==> src/rtl/idli_mem_sched_if.sv <==
// idli_mem_sched_if: fetch/LSU request ports and nibble-serial memory pins of the scheduler
interface idli_mem_sched_if;
  logic        i_ifu_req;
  logic [15:0] i_ifu_addr;
  logic        i_ifu_flush;
  logic        o_ifu_gnt;
  logic [3:0]  o_ifu_nib;
  logic        o_ifu_nib_vld;
  logic        i_lsu_req;
  logic        i_lsu_we;
  logic [15:0] i_lsu_addr;
  logic [15:0] i_lsu_wdata;
  logic        o_lsu_gnt;
  logic        o_lsu_done;
  logic [15:0] o_lsu_rdata;
  logic        o_mem_cs_n;
  logic [3:0]  o_mem_sio;
  logic        o_mem_sio_oe;
  logic [3:0]  i_mem_sio;
  modport master (
    input  i_ifu_req, i_ifu_addr, i_ifu_flush, i_lsu_req, i_lsu_we, i_lsu_addr, i_lsu_wdata, i_mem_sio,
    output o_ifu_gnt, o_ifu_nib, o_ifu_nib_vld, o_lsu_gnt, o_lsu_done, o_lsu_rdata,
           o_mem_cs_n, o_mem_sio, o_mem_sio_oe
  );
  modport slave (
    output i_ifu_req, i_ifu_addr, i_ifu_flush, i_lsu_req, i_lsu_we, i_lsu_addr, i_lsu_wdata, i_mem_sio,
    input  o_ifu_gnt, o_ifu_nib, o_ifu_nib_vld, o_lsu_gnt, o_lsu_done, o_lsu_rdata,
           o_mem_cs_n, o_mem_sio, o_mem_sio_oe
  );
endinterface

==> src/rtl/idli_mem_sched_m.sv <==
// idli_mem_sched_m: round-robin scheduler of fetch and LSU onto a nibble-serial memory port
module idli_mem_sched_m #(
  parameter int         DUMMY_CYCLES = 2,
  parameter logic [3:0] CMD_RD       = 4'h3,
  parameter logic [3:0] CMD_WR       = 4'h2
) (
  input logic              i_dcd_gck,
  input logic              i_dcd_rst_n,
  idli_mem_sched_if.master io_bus
);
  typedef enum logic [2:0] {S_IDLE, S_CMD, S_ADDR, S_DUMMY, S_DATA, S_END} state_t;
  state_t      r_st, w_nxt;
  logic [7:0]  r_cnt;
  logic        r_ifu, r_we, r_pri_lsu, r_fl, r_nib_vld;
  logic [15:0] r_sh, r_wd, r_rdata;
  logic [3:0]  r_nib;
  logic        w_gnt_i, w_gnt_l, w_last, w_wdat;
  assign w_gnt_i = r_st == S_IDLE && i_dcd_rst_n && io_bus.i_ifu_req && (!io_bus.i_lsu_req || !r_pri_lsu);
  assign w_gnt_l = r_st == S_IDLE && i_dcd_rst_n && io_bus.i_lsu_req && !w_gnt_i;
  assign w_last  = r_cnt == (r_st == S_DUMMY ? 8'(DUMMY_CYCLES - 1) : 8'd3);
  assign w_wdat  = r_st == S_DATA && r_we;
  assign io_bus.o_ifu_gnt     = w_gnt_i;
  assign io_bus.o_lsu_gnt     = w_gnt_l;
  assign io_bus.o_ifu_nib     = r_nib;
  assign io_bus.o_ifu_nib_vld = r_nib_vld;
  assign io_bus.o_lsu_done    = r_st == S_END && !r_ifu;
  assign io_bus.o_lsu_rdata   = r_rdata;
  assign io_bus.o_mem_cs_n    = r_st == S_IDLE || r_st == S_END;
  assign io_bus.o_mem_sio_oe  = r_st == S_CMD || r_st == S_ADDR || w_wdat;
  assign io_bus.o_mem_sio     = r_st == S_CMD ? (r_we ? CMD_WR : CMD_RD) :
                                r_st == S_ADDR ? r_sh[15:12] : w_wdat ? r_sh[3:0] : 4'h0;
  // next phase: dummy phase exists only for reads
  always_comb begin
    w_nxt = r_st;
    case (r_st)
      S_IDLE:  w_nxt = (w_gnt_i || w_gnt_l) ? S_CMD : S_IDLE;
      S_CMD:   w_nxt = S_ADDR;
      S_ADDR:  w_nxt = w_last ? (r_we ? S_DATA : S_DUMMY) : S_ADDR;
      S_DUMMY: w_nxt = w_last ? S_DATA : S_DUMMY;
      S_DATA:  w_nxt = w_last ? S_END : S_DATA;
      default: w_nxt = S_IDLE;
    endcase
  end
  // phase register and per-phase cycle counter, cleared on every phase change
  always_ff @(posedge i_dcd_gck or negedge i_dcd_rst_n) begin
    if (!i_dcd_rst_n) begin
      r_st  <= S_IDLE;
      r_cnt <= '0;
    end else begin
      r_st  <= w_nxt;
      r_cnt <= (w_nxt != r_st) ? 8'd0 : r_cnt + 8'd1;
    end
  end
  // one shift register carries the address out, write data out, or read data in
  always_ff @(posedge i_dcd_gck or negedge i_dcd_rst_n) begin
    if (!i_dcd_rst_n) begin
      r_ifu     <= 1'b0;
      r_we      <= 1'b0;
      r_pri_lsu <= 1'b0;
      r_fl      <= 1'b0;
      r_sh      <= '0;
      r_wd      <= '0;
      r_rdata   <= '0;
      r_nib     <= '0;
      r_nib_vld <= 1'b0;
    end else begin
      r_nib_vld <= r_st == S_DATA && r_ifu && !r_fl && !io_bus.i_ifu_flush;
      r_fl      <= w_gnt_i ? io_bus.i_ifu_flush : (r_fl || io_bus.i_ifu_flush);
      if (r_st == S_DATA && r_ifu) r_nib <= io_bus.i_mem_sio;
      if (w_gnt_i || w_gnt_l) begin
        r_ifu     <= w_gnt_i;
        r_we      <= w_gnt_l && io_bus.i_lsu_we;
        r_pri_lsu <= w_gnt_i;
        r_sh      <= w_gnt_i ? io_bus.i_ifu_addr : io_bus.i_lsu_addr;
        r_wd      <= io_bus.i_lsu_wdata;
      end else if (r_st == S_ADDR) r_sh <= (w_last && r_we) ? r_wd : {r_sh[11:0], 4'h0};
      else if (r_st == S_DATA) r_sh <= {r_we ? 4'h0 : io_bus.i_mem_sio, r_sh[15:4]};
      if (r_st == S_DATA && w_last && !r_ifu && !r_we) r_rdata <= {io_bus.i_mem_sio, r_sh[15:4]};
    end
  end
endmodule

==> src/flat_wrapper.sv <==
// flat-port wrapper written by rule: the top's interface ports become plain ports
module idli_mem_sched_m_flat 
#(
  parameter int         DUMMY_CYCLES = 2,
  parameter logic [3:0] CMD_RD       = 4'h3,
  parameter logic [3:0] CMD_WR       = 4'h2
)
  (i_dcd_gck, i_dcd_rst_n, io_bus_i_ifu_req, io_bus_i_ifu_addr, io_bus_i_ifu_flush, io_bus_i_lsu_req, io_bus_i_lsu_we, io_bus_i_lsu_addr, io_bus_i_lsu_wdata, io_bus_i_mem_sio, io_bus_o_ifu_gnt, io_bus_o_ifu_nib, io_bus_o_ifu_nib_vld, io_bus_o_lsu_gnt, io_bus_o_lsu_done, io_bus_o_lsu_rdata, io_bus_o_mem_cs_n, io_bus_o_mem_sio, io_bus_o_mem_sio_oe);
  idli_mem_sched_if io_bus_i ();
  input logic i_dcd_gck;
  input logic i_dcd_rst_n;
  input wire logic [$bits(io_bus_i.i_ifu_req)-1:0] io_bus_i_ifu_req;
  input wire logic [$bits(io_bus_i.i_ifu_addr)-1:0] io_bus_i_ifu_addr;
  input wire logic [$bits(io_bus_i.i_ifu_flush)-1:0] io_bus_i_ifu_flush;
  input wire logic [$bits(io_bus_i.i_lsu_req)-1:0] io_bus_i_lsu_req;
  input wire logic [$bits(io_bus_i.i_lsu_we)-1:0] io_bus_i_lsu_we;
  input wire logic [$bits(io_bus_i.i_lsu_addr)-1:0] io_bus_i_lsu_addr;
  input wire logic [$bits(io_bus_i.i_lsu_wdata)-1:0] io_bus_i_lsu_wdata;
  input wire logic [$bits(io_bus_i.i_mem_sio)-1:0] io_bus_i_mem_sio;
  output wire logic [$bits(io_bus_i.o_ifu_gnt)-1:0] io_bus_o_ifu_gnt;
  output wire logic [$bits(io_bus_i.o_ifu_nib)-1:0] io_bus_o_ifu_nib;
  output wire logic [$bits(io_bus_i.o_ifu_nib_vld)-1:0] io_bus_o_ifu_nib_vld;
  output wire logic [$bits(io_bus_i.o_lsu_gnt)-1:0] io_bus_o_lsu_gnt;
  output wire logic [$bits(io_bus_i.o_lsu_done)-1:0] io_bus_o_lsu_done;
  output wire logic [$bits(io_bus_i.o_lsu_rdata)-1:0] io_bus_o_lsu_rdata;
  output wire logic [$bits(io_bus_i.o_mem_cs_n)-1:0] io_bus_o_mem_cs_n;
  output wire logic [$bits(io_bus_i.o_mem_sio)-1:0] io_bus_o_mem_sio;
  output wire logic [$bits(io_bus_i.o_mem_sio_oe)-1:0] io_bus_o_mem_sio_oe;
  assign io_bus_i.i_ifu_req = io_bus_i_ifu_req;
  assign io_bus_i.i_ifu_addr = io_bus_i_ifu_addr;
  assign io_bus_i.i_ifu_flush = io_bus_i_ifu_flush;
  assign io_bus_i.i_lsu_req = io_bus_i_lsu_req;
  assign io_bus_i.i_lsu_we = io_bus_i_lsu_we;
  assign io_bus_i.i_lsu_addr = io_bus_i_lsu_addr;
  assign io_bus_i.i_lsu_wdata = io_bus_i_lsu_wdata;
  assign io_bus_i.i_mem_sio = io_bus_i_mem_sio;
  assign io_bus_o_ifu_gnt = io_bus_i.o_ifu_gnt;
  assign io_bus_o_ifu_nib = io_bus_i.o_ifu_nib;
  assign io_bus_o_ifu_nib_vld = io_bus_i.o_ifu_nib_vld;
  assign io_bus_o_lsu_gnt = io_bus_i.o_lsu_gnt;
  assign io_bus_o_lsu_done = io_bus_i.o_lsu_done;
  assign io_bus_o_lsu_rdata = io_bus_i.o_lsu_rdata;
  assign io_bus_o_mem_cs_n = io_bus_i.o_mem_cs_n;
  assign io_bus_o_mem_sio = io_bus_i.o_mem_sio;
  assign io_bus_o_mem_sio_oe = io_bus_i.o_mem_sio_oe;
  idli_mem_sched_m #(.DUMMY_CYCLES(DUMMY_CYCLES), .CMD_RD(CMD_RD), .CMD_WR(CMD_WR)) u_core (.i_dcd_gck(i_dcd_gck), .i_dcd_rst_n(i_dcd_rst_n), .io_bus(io_bus_i));
endmodule
==> config.mk <==
export PLATFORM = sky130hd
export DESIGN_NAME = idli_mem_sched_m_flat
export DESIGN_NICKNAME = d
export VERILOG_FILES = /design/src/rtl/idli_mem_sched_if.sv /design/src/rtl/idli_mem_sched_m.sv /design/src/flat_wrapper.sv
export SDC_FILE = /design/constraint.sdc
export NUM_CORES = 1
export LEC_CHECK = 0
export ABC_AREA = 0
export ABC_CLOCK_PERIOD_IN_PS = 3450
export BUFFER_PORTS_ARGS = -buffer_cell sky130_fd_sc_hd__clkbuf_2
export CELL_PAD_IN_SITES_DETAIL_PLACEMENT = 1
export CELL_PAD_IN_SITES_GLOBAL_PLACEMENT = 1
export CORE_ASPECT_RATIO = 0.8
export CORE_MARGIN = 5
export CORE_UTILIZATION = 43
export DETAILED_ROUTE_END_ITERATION = 8
export PLACE_DENSITY_LB_ADDON = 0.1
export SLEW_MARGIN = 20
export SYNTH_ARGS = -nofsm -noshare
export SYNTH_HDL_FRONTEND = slang
export SYNTH_SLANG_ARGS = --single-unit
==> constraint.sdc <==
create_clock -name i_dcd_gck -period 3.45 [get_ports i_dcd_gck]
set_clock_uncertainty 0.2 [all_clocks]
set_input_delay 0.69 -clock i_dcd_gck [delete_from_list [all_inputs] [get_ports i_dcd_gck]]
set_output_delay 0.69 -clock i_dcd_gck [all_outputs]
set_load 0.02 [all_outputs]
After elaboration in Yosys (flattened, before gate mapping)
Cells that the tools add are included. W data, S select, Z words.

Register bits: 67. Word-level logic and storage cells: 66.

$add $sub $neg: 1. Equality and inequality tests: 7. Mux-type cells: 19. Reductions and logical operators: 29.

Operator list (number): $mux W16 (5); $mux W4 (4); $logic_and A1 B1 Y1 (15); $pmux W3 S5 (1); $mux W3 (3); $add A8 B1 Y8 const B (1); $eq A8 B8 Y1 (1); $mux W8 (1); $eq A3 B2 Y1 const B (2); $eq A3 B3 Y1 const B (2); $logic_not A1 Y1 (6); $logic_or A1 B1 Y1 (6); $mux W1 (4); $eq A3 B1 Y1 const B (1); $logic_not A3 Y1 (1); $ne A3 B3 Y1 (1); $reduce_bool A3 Y1 (1); $mux W2 (1).

Depth between registers and ports, before layout
Gate-level depths: netlist of run 1.

Depth in word-level cells: 11. Gate-level depth with buffers: 8. Mapped depth without buffers: 4.

Worst setup path before layout of run 1
Ideal clock, no wire load.

Kind: in2out. Start point: in io_bus_i_lsu_req. End point: out io_bus_o_ifu_gnt. Arrival time: 1.868 ns. Data required time: 2.560 ns. Path slack: 0.692 ns. Stages on the path: 5. Buffers on the path: 2. Cell sequence: clkbuf_1 > a21boi_0 > nand2b_1 > buf_2 > inv_1.

Word-level cells in the longest chain between the ends: 3.

RTL lines: start, declared (RTL line flat_wrapper.sv:15) `input wire logic [$bits(io_bus_i.i_lsu_req)-1:0] io_bus_i_lsu_req;`; $logic_not A1 Y1 (RTL line idli_mem_sched_m.sv:18) `assign w_gnt_i = r_st == S_IDLE && i_dcd_rst_n && io_bus.i_ifu_req && (!io_bus.i_lsu_req || !r_pri_lsu);`; $logic_or A1 B1 Y1 (RTL line idli_mem_sched_m.sv:18); $logic_and A1 B1 Y1 (RTL line idli_mem_sched_m.sv:18); end, declared (RTL line flat_wrapper.sv:20) `output wire logic [$bits(io_bus_i.o_ifu_gnt)-1:0] io_bus_o_ifu_gnt;`.

No other way between the ends.

Worst setup path after layout of run 1
Start point: reg u_core.r_st[2]. End point: out io_bus_o_ifu_gnt.

Word-level cells in the longest chain between the ends: 4.

RTL lines: start, declared (RTL line idli_mem_sched_m.sv:12) `state_t r_st, w_nxt;`; start signal, assigned (RTL line idli_mem_sched_m.sv:50) `r_st <= w_nxt;`; $logic_not A3 Y1 (RTL line idli_mem_sched_m.sv:18); $logic_and A1 B1 Y1 (3 in a row) (RTL line idli_mem_sched_m.sv:18).

No other way between the ends.

==> flow_metrics.tcl, run 1 <==
set metrics [dict create \
    fp.dieArea_um2 10100 \
    max_slew.worst_pin.slew_ps 880 \
    gr-usage-all-layers 0.220 \
    wp_buf_inv 2 \
    drt_drc_violations_left 0 \
    register_area_um2 1680 \
    ys_warn_count 0 \
    syn_nets 418 \
    initial_core_util 0.441 \
    cts-hold-fix-buffers 0 \
    num-nets-final 502 \
    status "finished clean" \
    gp_routability_congestion 0.821 \
    fin_total_pwr_uw 3870 \
    critPathCaptureType "primary output" \
    max_cap_violations 0 \
    finish.instance_area_um2 4260 \
    synthesized_flop_and_latch_total 67 \
    fillerInstances 944 \
    antenna_found_initial 0 \
    min_path_type "reg -> reg" \
    power_leakage_uw 0.00212 \
    post-synth-top-area-fraction 0.479 \
    power_frac_clock 0.188 \
    std_cell_rows 29 \
    post_placement_cell_area_um2 4040 \
    wire_per_inst_um 19.3 \
    slew-limit-headroom 0.414 \
    die_width_um 111 \
    worstSetupStartpointType "flip-flop" \
    detailedRoute.firstIterationViolations 177 \
    dieHeight_um 90.7 \
    setup_tns_ps 0 \
    worst_path_dominant_cell_family "simple AND/OR/NAND/NOR gates" \
    worst-endpoint-arrival_ps 2170 \
    globalRoute.totalOverflow 0 \
    final_antenna_net_count 0 \
    first_pass_grt_wire_length_um 17500 \
    post_cts_setup_inserts 0 \
    syn-cell-area_um2 3500 \
    timing.critical_path.slowest_stage_cell "sky130_fd_sc_hd__or4b_1" \
    path_cells "or4b_1 -> nand2b_1 -> inv_1 -> clkbuf_2" \
    combPwrFrac 0.436 \
    net-switching-power_uw 1670 \
    utilization 0.536 \
    layout_min_cycle_time_ps 3060 \
    holdCritStartpoint "u_core.r_fl$_DFF_PN0_" \
    yosys.cell_types.count 49 \
    final.period_utilization 0.888 \
    io_buffer_count 87 \
    async_reset_ff_frac 1.00 \
    rr_startpoint "u_core.r_st[2]$_DFF_PN0_" \
    power-per-cell-area_nw_per_um2 908 \
    core_area_um2 7950 \
    final-hold-violation-count 0 \
    criticalPathCategory "reg -> out" \
    netSwitchingFraction 0.431 \
    detailed_routing_iterations_pass_1 4 \
    cts_max_path_buffers 2 \
    cts-buffers-inserted 9 \
    cp.required_ps 2560 \
    cts_tree "yes" \
    yosys.area.top_type "sky130_fd_sc_hd__dfrtp_1" \
    syn_to_final_growth_pct 21.5 \
    syn_inst 359 \
    fmaxAchievable_mhz 327 \
    final_layout_size_suffix_gt1_frac 0.306 \
    multi_input_gate_area_um2 1700 \
    worst_ir_drop_vdd_mv 0.291 \
    insertion_delay_ps 350 \
    antennaDiodeCount 0 \
    detailed_place_hpwl_um 7780 \
    max_stage_delay_ps 740 \
    cts.sink_count 67 \
    synth.area.top_cells "sky130_fd_sc_hd__dfrtp_1 48%, sky130_fd_sc_hd__nand2_1 7.4%, sky130_fd_sc_hd__mux2_4 4.3%" \
    ys.flop_type "sky130_fd_sc_hd__dfrtp_1" \
    routed_wire_length_um 10700 \
    post_drt_via_cell_ratio 5.52 \
    via_count 3069 \
    power.internal_uw 2200 \
    synth_seq_area_share 0.479 \
    timing.final.setup_violations 0 \
    report.final.slew_viol_count 0 \
    pin_count_of_the_biggest_net_entering_global_routing 70 \
    num_io_pins 88 \
    clockRootBuffer "sky130_fd_sc_hd__clkbuf_8" \
    number_of_global_route_vias_before_repair 3350 \
    synthesis.area_per_instance_um2 9.76 \
    path_max_fanout 16 \
    p_seq_frac 0.375 \
    cts.htree.levels 3 \
    rsz0062_at_grt "no" \
    timing.critical_path.from "u_core.r_st[2]$_DFF_PN0_" \
    whs_ps 242 \
    cts.reportedPaths.clkPinSlew_ps 70 \
    cts-resized-gates 0 \
    synth_enable_flop_cells 0 \
]
state kept, by name (all words and copies together), names as in the netlist:
| signal | count |
|---|---|
| u_core.io_bus.o_ifu_nib_vld | 1 |
| u_core.r_cnt | 8 |
| u_core.io_bus.o_lsu_rdata | 16 |
| u_core.io_bus.o_ifu_nib | 4 |
| u_core.r_wd | 16 |
| u_core.r_sh | 16 |
| u_core.r_st | 3 |
| u_core.r_ifu | 1 |
| u_core.r_we | 1 |
| u_core.r_fl | 1 |
synthesized netlist by cell type (3+ instances only):
library cell and instances:
sky130_fd_sc_hd__clkbuf_1 13, sky130_fd_sc_hd__nor2b_1 4, sky130_fd_sc_hd__buf_2 9, sky130_fd_sc_hd__nor3b_1 3, sky130_fd_sc_hd__a32o_1 3, sky130_fd_sc_hd__mux2_2 10
sky130_fd_sc_hd__a221oi_1 10, sky130_fd_sc_hd__nand3_1 16, sky130_fd_sc_hd__o21a_1 10, sky130_fd_sc_hd__a211oi_1 10, sky130_fd_sc_hd__nor2_1 31, sky130_fd_sc_hd__o21ai_0 13
sky130_fd_sc_hd__mux2_4 10, sky130_fd_sc_hd__a31oi_1 5, sky130_fd_sc_hd__mux2i_1 11, sky130_fd_sc_hd__inv_1 4, sky130_fd_sc_hd__a21o_1 7, sky130_fd_sc_hd__a21oi_1 8
sky130_fd_sc_hd__nand2b_1 3, sky130_fd_sc_hd__a32oi_1 4, sky130_fd_sc_hd__xor2_1 6, sky130_fd_sc_hd__nand2_1 69, sky130_fd_sc_hd__dfrtp_1 67
layout make-up:
| cell class | instances | area share |
|---|---|---|
| flip-flops and latches | 67 | 0.394 |
| well taps | 108 | 0.0317 |
| inverters | 4 | 0.00353 |
| multi-input cells | 264 | 0.400 |
| clock buffers | 10 | 0.0300 |
| clock inverters | 6 | 0.0212 |
| repair buffers | 97 | 0.120 |
path summary, 6_finish.rpt:
kind,endpoint,slack [ps],depth (start not counted)
worst max-delay path,io_bus_o_ifu_gnt,390,4
worst min-delay path,u_core.io_bus.o_ifu_nib_vld$_DFF_PN0_,240,1
worst max register to register,u_core.io_bus.o_lsu_rdata[3]$_DFFE_PN0P_,690,5
worst min register to register,u_core.io_bus.o_ifu_nib_vld$_DFF_PN0_,240,1
max in group asynchronous,u_core.r_sh[2]$_DFFE_PN0P_,2110,2
min in group asynchronous,u_core.r_cnt[3]$_DFF_PN0_,330,2
metrics by stage:
step           setup slack (ps)  instances
2_1_floorplan               692        359
3_3_place_gp                650        540
3_5_place_dp                573        540
4_1_cts                     380        556
5_1_grt                     239        556
6_report                    388        556
worst reg2reg max path, delay by kind of cell (launching register included):
kind                   cells  cell delay [ps]
buffers and inverters      1              320
and+or+nand+nor            3             1060
muxes                      1              400
DFF                        1              670
cell families (layout without fill, tap and decap cells):
logic type	after synthesis	in the layout	synth area share
fa+ha+maj	1	1	0.00357
mux	31	31	0.106
flops	67	67	0.479
xor+xnor	8	8	0.0200
buf+inv	28	117	0.0354
compound gates	82	82	0.169
simple gates	142	142	0.187
layout by cell type, fill, tap and decap left out, types with 2 or more instances in the layout:
cell                        count
sky130_fd_sc_hd__o22ai_1        2
sky130_fd_sc_hd__nor3_1         2
sky130_fd_sc_hd__bufinv_16      2
sky130_fd_sc_hd__nand3_1       16
sky130_fd_sc_hd__a32o_1         3
sky130_fd_sc_hd__a311oi_1       2
sky130_fd_sc_hd__a31oi_1        5
sky130_fd_sc_hd__inv_1          4
sky130_fd_sc_hd__clkinv_4       2
sky130_fd_sc_hd__a221oi_1      10
sky130_fd_sc_hd__nor3b_1        3
sky130_fd_sc_hd__o21a_1        10
sky130_fd_sc_hd__nand2b_1       3
sky130_fd_sc_hd__and3_1         2
sky130_fd_sc_hd__and2_1         2
sky130_fd_sc_hd__nand2_1       69
sky130_fd_sc_hd__a21o_1         7
sky130_fd_sc_hd__o21ai_0       13
sky130_fd_sc_hd__a32oi_1        4
sky130_fd_sc_hd__clkbuf_8       9
sky130_fd_sc_hd__buf_4         10
sky130_fd_sc_hd__o22a_1         2
sky130_fd_sc_hd__a21oi_1        8
sky130_fd_sc_hd__xnor2_1        2
sky130_fd_sc_hd__dfrtp_1       67
sky130_fd_sc_hd__mux2_2        10
sky130_fd_sc_hd__nor2_1        31
sky130_fd_sc_hd__xor2_1         6
sky130_fd_sc_hd__mux2i_1       11
sky130_fd_sc_hd__clkbuf_2      86
sky130_fd_sc_hd__a211oi_1      10
sky130_fd_sc_hd__mux2_4        10
sky130_fd_sc_hd__nor2b_1        4
power by group through the flow:
stage,logic (µW),clock network [µW],registers [µW]
6_report,1690,729,1450
5_1_grt,1870,775,1490
4_1_cts,1700,741,1440
3_5_place_dp,1680,0,1450
3_3_place_gp,1610,0,1440
2_1_floorplan,1120,0,1410
metal layers:
layer  up-vias  part of all wire  global-route usage
met2        89              0.47               0.350
met5         -                 0                   0
li1       1446                 -                   -
met4         0             0.013              0.0564
met3        11             0.056              0.0643
met1      1523              0.46               0.294
No activity file was read; power rests on OpenSTA's default activity.
==> inputs of run 2 (changes only) <==
- ABC_AREA: 0 -> 1
- CORE_UTILIZATION: 43 -> 41
==> flow_metrics.tcl, run 2 <==
set metrics [dict create \
    std_cell_rows 30 \
    path_max_fanout 8 \
    ys_warn_count 0 \
    final.period_utilization 0.837 \
    crit_path_end "io_bus_o_mem_sio[3]" \
    core_area_um2 8370 \
    synth_seq_area_share 0.481 \
    cts.sink_count 67 \
    detailedRoute.firstIterationViolations 157 \
    power.internal_uw 1780 \
    yosys.cell_count.top_type "sky130_fd_sc_hd__nand2_1" \
    r2r.worst_path.cells 9 \
    pin_count_of_the_biggest_net_entering_global_routing 68 \
    antenna_found_initial 0 \
    fin_total_pwr_uw 3300 \
    final-hold-violation-count 0 \
    initial_core_util 0.416 \
    gp_routability_congestion 0.799 \
    status "finished clean" \
    timing.critical_path.from "u_core.r_st[1]$_DFF_PN0_" \
    rr_startpoint "u_core.r_st[0]$_DFF_PN0_" \
    clockRootBuffer "sky130_fd_sc_hd__clkbuf_8" \
    cp.required_ps 2560 \
    syn_nets 504 \
    synthesis.area_per_instance_um2 7.83 \
    net-switching-power_uw 1510 \
    fp.dieArea_um2 10500 \
    post_drt_via_cell_ratio 4.98 \
    cts_tree "yes" \
    fmaxAchievable_mhz 346 \
    insertion_delay_ps 340 \
    detailed_routing_iterations_pass_1 4 \
    wire_per_inst_um 15.6 \
    worst-endpoint-arrival_ps 2000 \
    routed_wire_length_um 10100 \
    globalRoute.totalOverflow 0 \
    yosys.area.top_type "sky130_fd_sc_hd__dfrtp_1" \
    syn_inst 445 \
    p_seq_frac 0.388 \
    num-nets-final 590 \
    io_buffer_count 87 \
    report.final.slew_viol_count 0 \
    max_cap_violations 0 \
    gr-usage-all-layers 0.204 \
    dieHeight_um 92.5 \
    min_path_type "reg -> reg" \
    max_slew.worst_pin.slew_ps 867 \
    final_antenna_net_count 0 \
    via_count 3220 \
    number_of_global_route_vias_before_repair 3381 \
    num_io_pins 88 \
    fin_ws_ps 563 \
    drt_drc_violations_left 0 \
    final_layout_size_suffix_gt1_frac 0.265 \
    ys.flop_type "sky130_fd_sc_hd__dfrtp_1" \
    first_pass_grt_wire_length_um 17000 \
    async_reset_ff_frac 1.00 \
    post-synth-top-area-fraction 0.481 \
    worstSetupStartpointType "flip-flop" \
    setup_tns_ps 0 \
    register_area_um2 1680 \
    cts-buffers-inserted 9 \
    worst_ir_drop_vdd_mv 0.244 \
    synth.area.top_cells "sky130_fd_sc_hd__dfrtp_1 48%, sky130_fd_sc_hd__nand2_1 17%, sky130_fd_sc_hd__o21ai_0 5.9%" \
    power_frac_clock 0.168 \
    synthesized_flop_and_latch_total 67 \
    syn-cell-area_um2 3490 \
    die_width_um 113 \
    mostFrequentLayoutCells "159 x sky130_fd_sc_hd__nand2_1, 86 x sky130_fd_sc_hd__clkbuf_2, 67 x sky130_fd_sc_hd__dfrtp_1" \
    critPathCaptureType "primary output" \
    cts_max_path_buffers 2 \
    rrSetupSlack_ps 1120 \
    slew-limit-headroom 0.422 \
    placement.setup.worst_slack_ps 780 \
    multi_input_gate_area_um2 1560 \
    post_cts_setup_inserts 0 \
    synth_commonest_cells "159 x sky130_fd_sc_hd__nand2_1, 67 x sky130_fd_sc_hd__dfrtp_1, 41 x sky130_fd_sc_hd__o21ai_0" \
    final_common_cell "sky130_fd_sc_hd__nand2_1" \
    worst_r2r_endpoint "u_core.r_sh[15]$_DFFE_PN0P_" \
    yosys.cell_types.count 32 \
    antennaDiodeCount 0 \
    fillerInstances 1091 \
    rsz0062_at_grt "no" \
    netSwitchingFraction 0.459 \
    power-per-cell-area_nw_per_um2 794 \
    detailed_place_hpwl_um 7720 \
    timing.final.setup_violations 0 \
    power_leakage_uw 0.00220 \
    layout_min_cycle_time_ps 2890 \
    syn_to_final_growth_pct 19.1 \
    synth_enable_flop_cells 0 \
    cts.reportedPaths.clkPinSlew_ps 70 \
    combPwrFrac 0.444 \
    cts-resized-gates 0 \
    cts.htree.levels 3 \
    cts-hold-fix-buffers 0 \
    criticalPathCategory "reg -> out" \
]
## run 2: stage by stage
stage / utilization / area, µm² / hold WS (ps) / cells
floorplan: - / 3490 / 194 / 445
global placement: 0.477 / 3990 / 220 / 632
detailed placement: 0.477 / 3990 / 228 / 632
CTS: 0.496 / 4150 / 239 / 647
global route: 0.496 / 4150 / 269 / 647
finish: 0.496 / 4150 / 234 / 647
## run 2: final cells by class
type	count	area share
Inverter	34	0.0314
Timing Repair Buffer	93	0.116
Sequential cell	67	0.404
Clock buffer	12	0.0350
Tap cell	112	0.0338
Clock inverter	3	0.00362
Multi-Input combinational cell	326	0.377
## run 2: worst max-delay path, stage by stage (launching register included)
cell and delay (ps):
sky130_fd_sc_hd__dfrtp_1 460, sky130_fd_sc_hd__nor3_1 500, sky130_fd_sc_hd__buf_4 270, sky130_fd_sc_hd__nand3_1 70, sky130_fd_sc_hd__o21ai_0 130, sky130_fd_sc_hd__clkbuf_2 230
## run 2: logic make-up after synthesis
kind of cell	share of synthesized area
AO/OA/AOI/OAI	0.128
XOR/XNOR	0.0151
flip-flops	0.481
buffers and inverters	0.0707
adder cells (fa/ha/maj)	0.00359
AND/OR/NAND/NOR	0.302
## run 2: layer usage
metal | vias up | routed length (µm) | global-route usage
met5 | - | 0 | 0
met4 | 0 | 53 | 0.0450
met3 | 6 | 648 | 0.0438
met2 | 87 | 4360 | 0.305
met1 | 1525 | 5050 | 0.303
li1 | 1602 | - | -
## run 2: worst min path at each step
| stage | from | to | cells past startpoint |
|---|---|---|---|
| after detailed placement | u_core.r_fl$_DFF_PN0_ | u_core.io_bus.o_ifu_nib_vld$_DFF_PN0_ | 1 |
| after global routing | u_core.r_fl$_DFF_PN0_ | u_core.io_bus.o_ifu_nib_vld$_DFF_PN0_ | 1 |
| after CTS | u_core.r_fl$_DFF_PN0_ | u_core.io_bus.o_ifu_nib_vld$_DFF_PN0_ | 1 |
| after floorplan | i_dcd_rst_n | u_core.io_bus.o_ifu_nib[0]$_DFFE_PN0P_ | 0 |
| after global placement | u_core.r_fl$_DFF_PN0_ | u_core.io_bus.o_ifu_nib_vld$_DFF_PN0_ | 1 |
| final | u_core.r_fl$_DFF_PN0_ | u_core.io_bus.o_ifu_nib_vld$_DFF_PN0_ | 1 |
## run 2: power by group through the flow
stage	sequential, µW	combinational, µW	clock [µW]
final	1280	1460	554
after global routing	1310	1670	607
after CTS	1270	1480	571
after detailed placement	1290	1470	0
after global placement	1280	1420	0
after floorplan	1230	1060	0
==> inputs of run 3 (changes only) <==
- ABC_CLOCK_PERIOD_IN_PS: 3450 -> 2700
- CORE_UTILIZATION: 41 -> 38
- clock period: 3.45 -> 2.7 ns (I/O delays scaled with it)
==> flow_metrics.tcl, run 3 (synthesized netlist as in run 2, its figures left out) <==
set metrics [dict create \
    layout_min_cycle_time_ps 2560 \
    layout.cells.non_filler 652 \
    drt_drc_violations_left 0 \
    cts.htree.levels 3 \
    netSwitchingFraction 0.417 \
    via_count 3238 \
    min_path_type "in -> reg" \
    num_io_pins 88 \
    initial_core_util 0.387 \
    final-hold-violation-count 0 \
    whs_ps 197 \
    detailed_place_hpwl_um 8050 \
    core_area_um2 9000 \
    cts-resized-gates 0 \
    die_width_um 117 \
    report.final.slew_viol_count 0 \
    max_cap_violations 0 \
    cp.required_ps 1960 \
    dp_cells 636 \
    mostFrequentLayoutCells "159 x sky130_fd_sc_hd__nand2_1, 86 x sky130_fd_sc_hd__clkbuf_2, 67 x sky130_fd_sc_hd__dfrtp_1" \
    number_of_global_route_vias_before_repair 3419 \
    clockRootBuffer "sky130_fd_sc_hd__clkbuf_16" \
    num-nets-final 591 \
    net-switching-power_uw 1990 \
    cts-hold-fix-buffers 0 \
    worstSetupStartpointType "flip-flop" \
    post_cts_setup_inserts 0 \
    worst-endpoint-arrival_ps 1820 \
    power_frac_clock 0.267 \
    gp_routability_congestion 0.834 \
    dieHeight_um 95.7 \
    cts_max_path_buffers 2 \
    cts.sink_count 67 \
    critPathCaptureType "primary output" \
    slew-limit-headroom 0.421 \
    cts-buffers-inserted 9 \
    setup_tns_ps 0 \
    worst_ir_drop_vdd_mv 0.436 \
    insertion_delay_ps 320 \
    combPwrFrac 0.389 \
    fmaxAchievable_mhz 390 \
    max_slew.worst_pin.slew_ps 869 \
    utilization 0.481 \
    detailed_routing_iterations_pass_1 4 \
    timing.final.setup_violations 0 \
    antenna_found_initial 0 \
    final_antenna_net_count 0 \
    wire_per_inst_um 16.1 \
    status "finished clean" \
    antennaDiodeCount 0 \
    fin_total_pwr_uw 4790 \
    post_drt_via_cell_ratio 4.97 \
    path_max_fanout 11 \
    gr-usage-all-layers 0.200 \
    final.period_utilization 0.949 \
    globalRoute.totalOverflow 0 \
    fp.dieArea_um2 11200 \
    final_layout_size_suffix_gt1_frac 0.270 \
    fillerInstances 1151 \
    io_buffer_count 87 \
    detailedRoute.firstIterationViolations 174 \
    rsz0062_at_grt "no" \
    final_common_cell "sky130_fd_sc_hd__nand2_1" \
    routed_wire_length_um 10500 \
    p_seq_frac 0.344 \
    power_leakage_uw 0.00228 \
    first_pass_grt_wire_length_um 17300 \
    cts_tree "yes" \
    power-per-cell-area_nw_per_um2 1110 \
    criticalPathCategory "reg -> out" \
    syn_to_final_growth_pct 24.2 \
    power.internal_uw 2790 \
    std_cell_rows 31 \
    cts.reportedPaths.clkPinSlew_ps 60 \
    pin_count_of_the_biggest_net_entering_global_routing 68 \
]
[run 3: power by group through the flow]
| stage | clock [µW] | sequential (µW) | combinational [µW] |
|---|---|---|---|
| after global placement | 0 | 1650 | 1810 |
| after CTS | 1300 | 1640 | 1890 |
| after floorplan | 0 | 1570 | 1360 |
| after global routing | 1350 | 1690 | 2130 |
| after detailed placement | 0 | 1660 | 1870 |
| final | 1280 | 1650 | 1860 |
[run 3: per-stage QoR]
| stage | area, µm² | setup WS, ps |
|---|---|---|
| 3_3_place_gp | 4000 | 355 |
| 4_1_cts | 4330 | 123 |
| 5_1_grt | 4330 | 6.98 |
| 2_1_floorplan | 3490 | 501 |
| 6_report | 4330 | 137 |
| 3_5_place_dp | 4000 | 235 |
[run 3: layout make-up]
class                           count  area, µm²  share of cell area
Clock buffer                       12        256              0.0592
Clock inverter                      4       72.6              0.0168
Inverter                           34        130              0.0300
Multi-Input combinational cell    326       1560               0.361
Sequential cell                    67       1680               0.387
Tap cell                          115        144              0.0332
Timing Repair Buffer               94        488               0.113
[run 3: final timing paths]
path                                          start                                     to  slack (ps)  cells past startpoint
max                        u_core.r_st[1]$_DFF_PN0_                       io_bus_o_ifu_gnt         140                      7
min                              io_bus_i_ifu_flush  u_core.io_bus.o_ifu_nib_vld$_DFF_PN0_         200                      2
max reg2reg                u_core.r_st[0]$_DFF_PN0_            u_core.r_sh[11]$_DFFE_PN0P_         410                      9
min reg2reg                   u_core.r_fl$_DFF_PN0_  u_core.io_bus.o_ifu_nib_vld$_DFF_PN0_         230                      1
max in group asynchronous               i_dcd_rst_n  u_core.io_bus.o_ifu_nib_vld$_DFF_PN0_        1460                      2
min in group asynchronous               i_dcd_rst_n              u_core.r_cnt[4]$_DFF_PN0_         250                      2
[run 3: critical path, stage by stage, from the launching register on]
cell,delay (ps)
sky130_fd_sc_hd__dfrtp_1,460
sky130_fd_sc_hd__nor2_1,230
sky130_fd_sc_hd__nand3_2,100
sky130_fd_sc_hd__inv_2,110
sky130_fd_sc_hd__nand3_2,70
sky130_fd_sc_hd__inv_1,120
sky130_fd_sc_hd__buf_4,210
sky130_fd_sc_hd__clkbuf_2,190
[run 3: routing by layer]
metal,part of all wire,global-route usage,vias to the layer above,routed length [µm]
met1,0.50,0.285,1534,5230
met4,0.0084,0.0478,0,88
li1,-,-,1606,-
met3,0.060,0.0463,11,625
met5,0,0,-,0
met2,0.43,0.310,87,4540
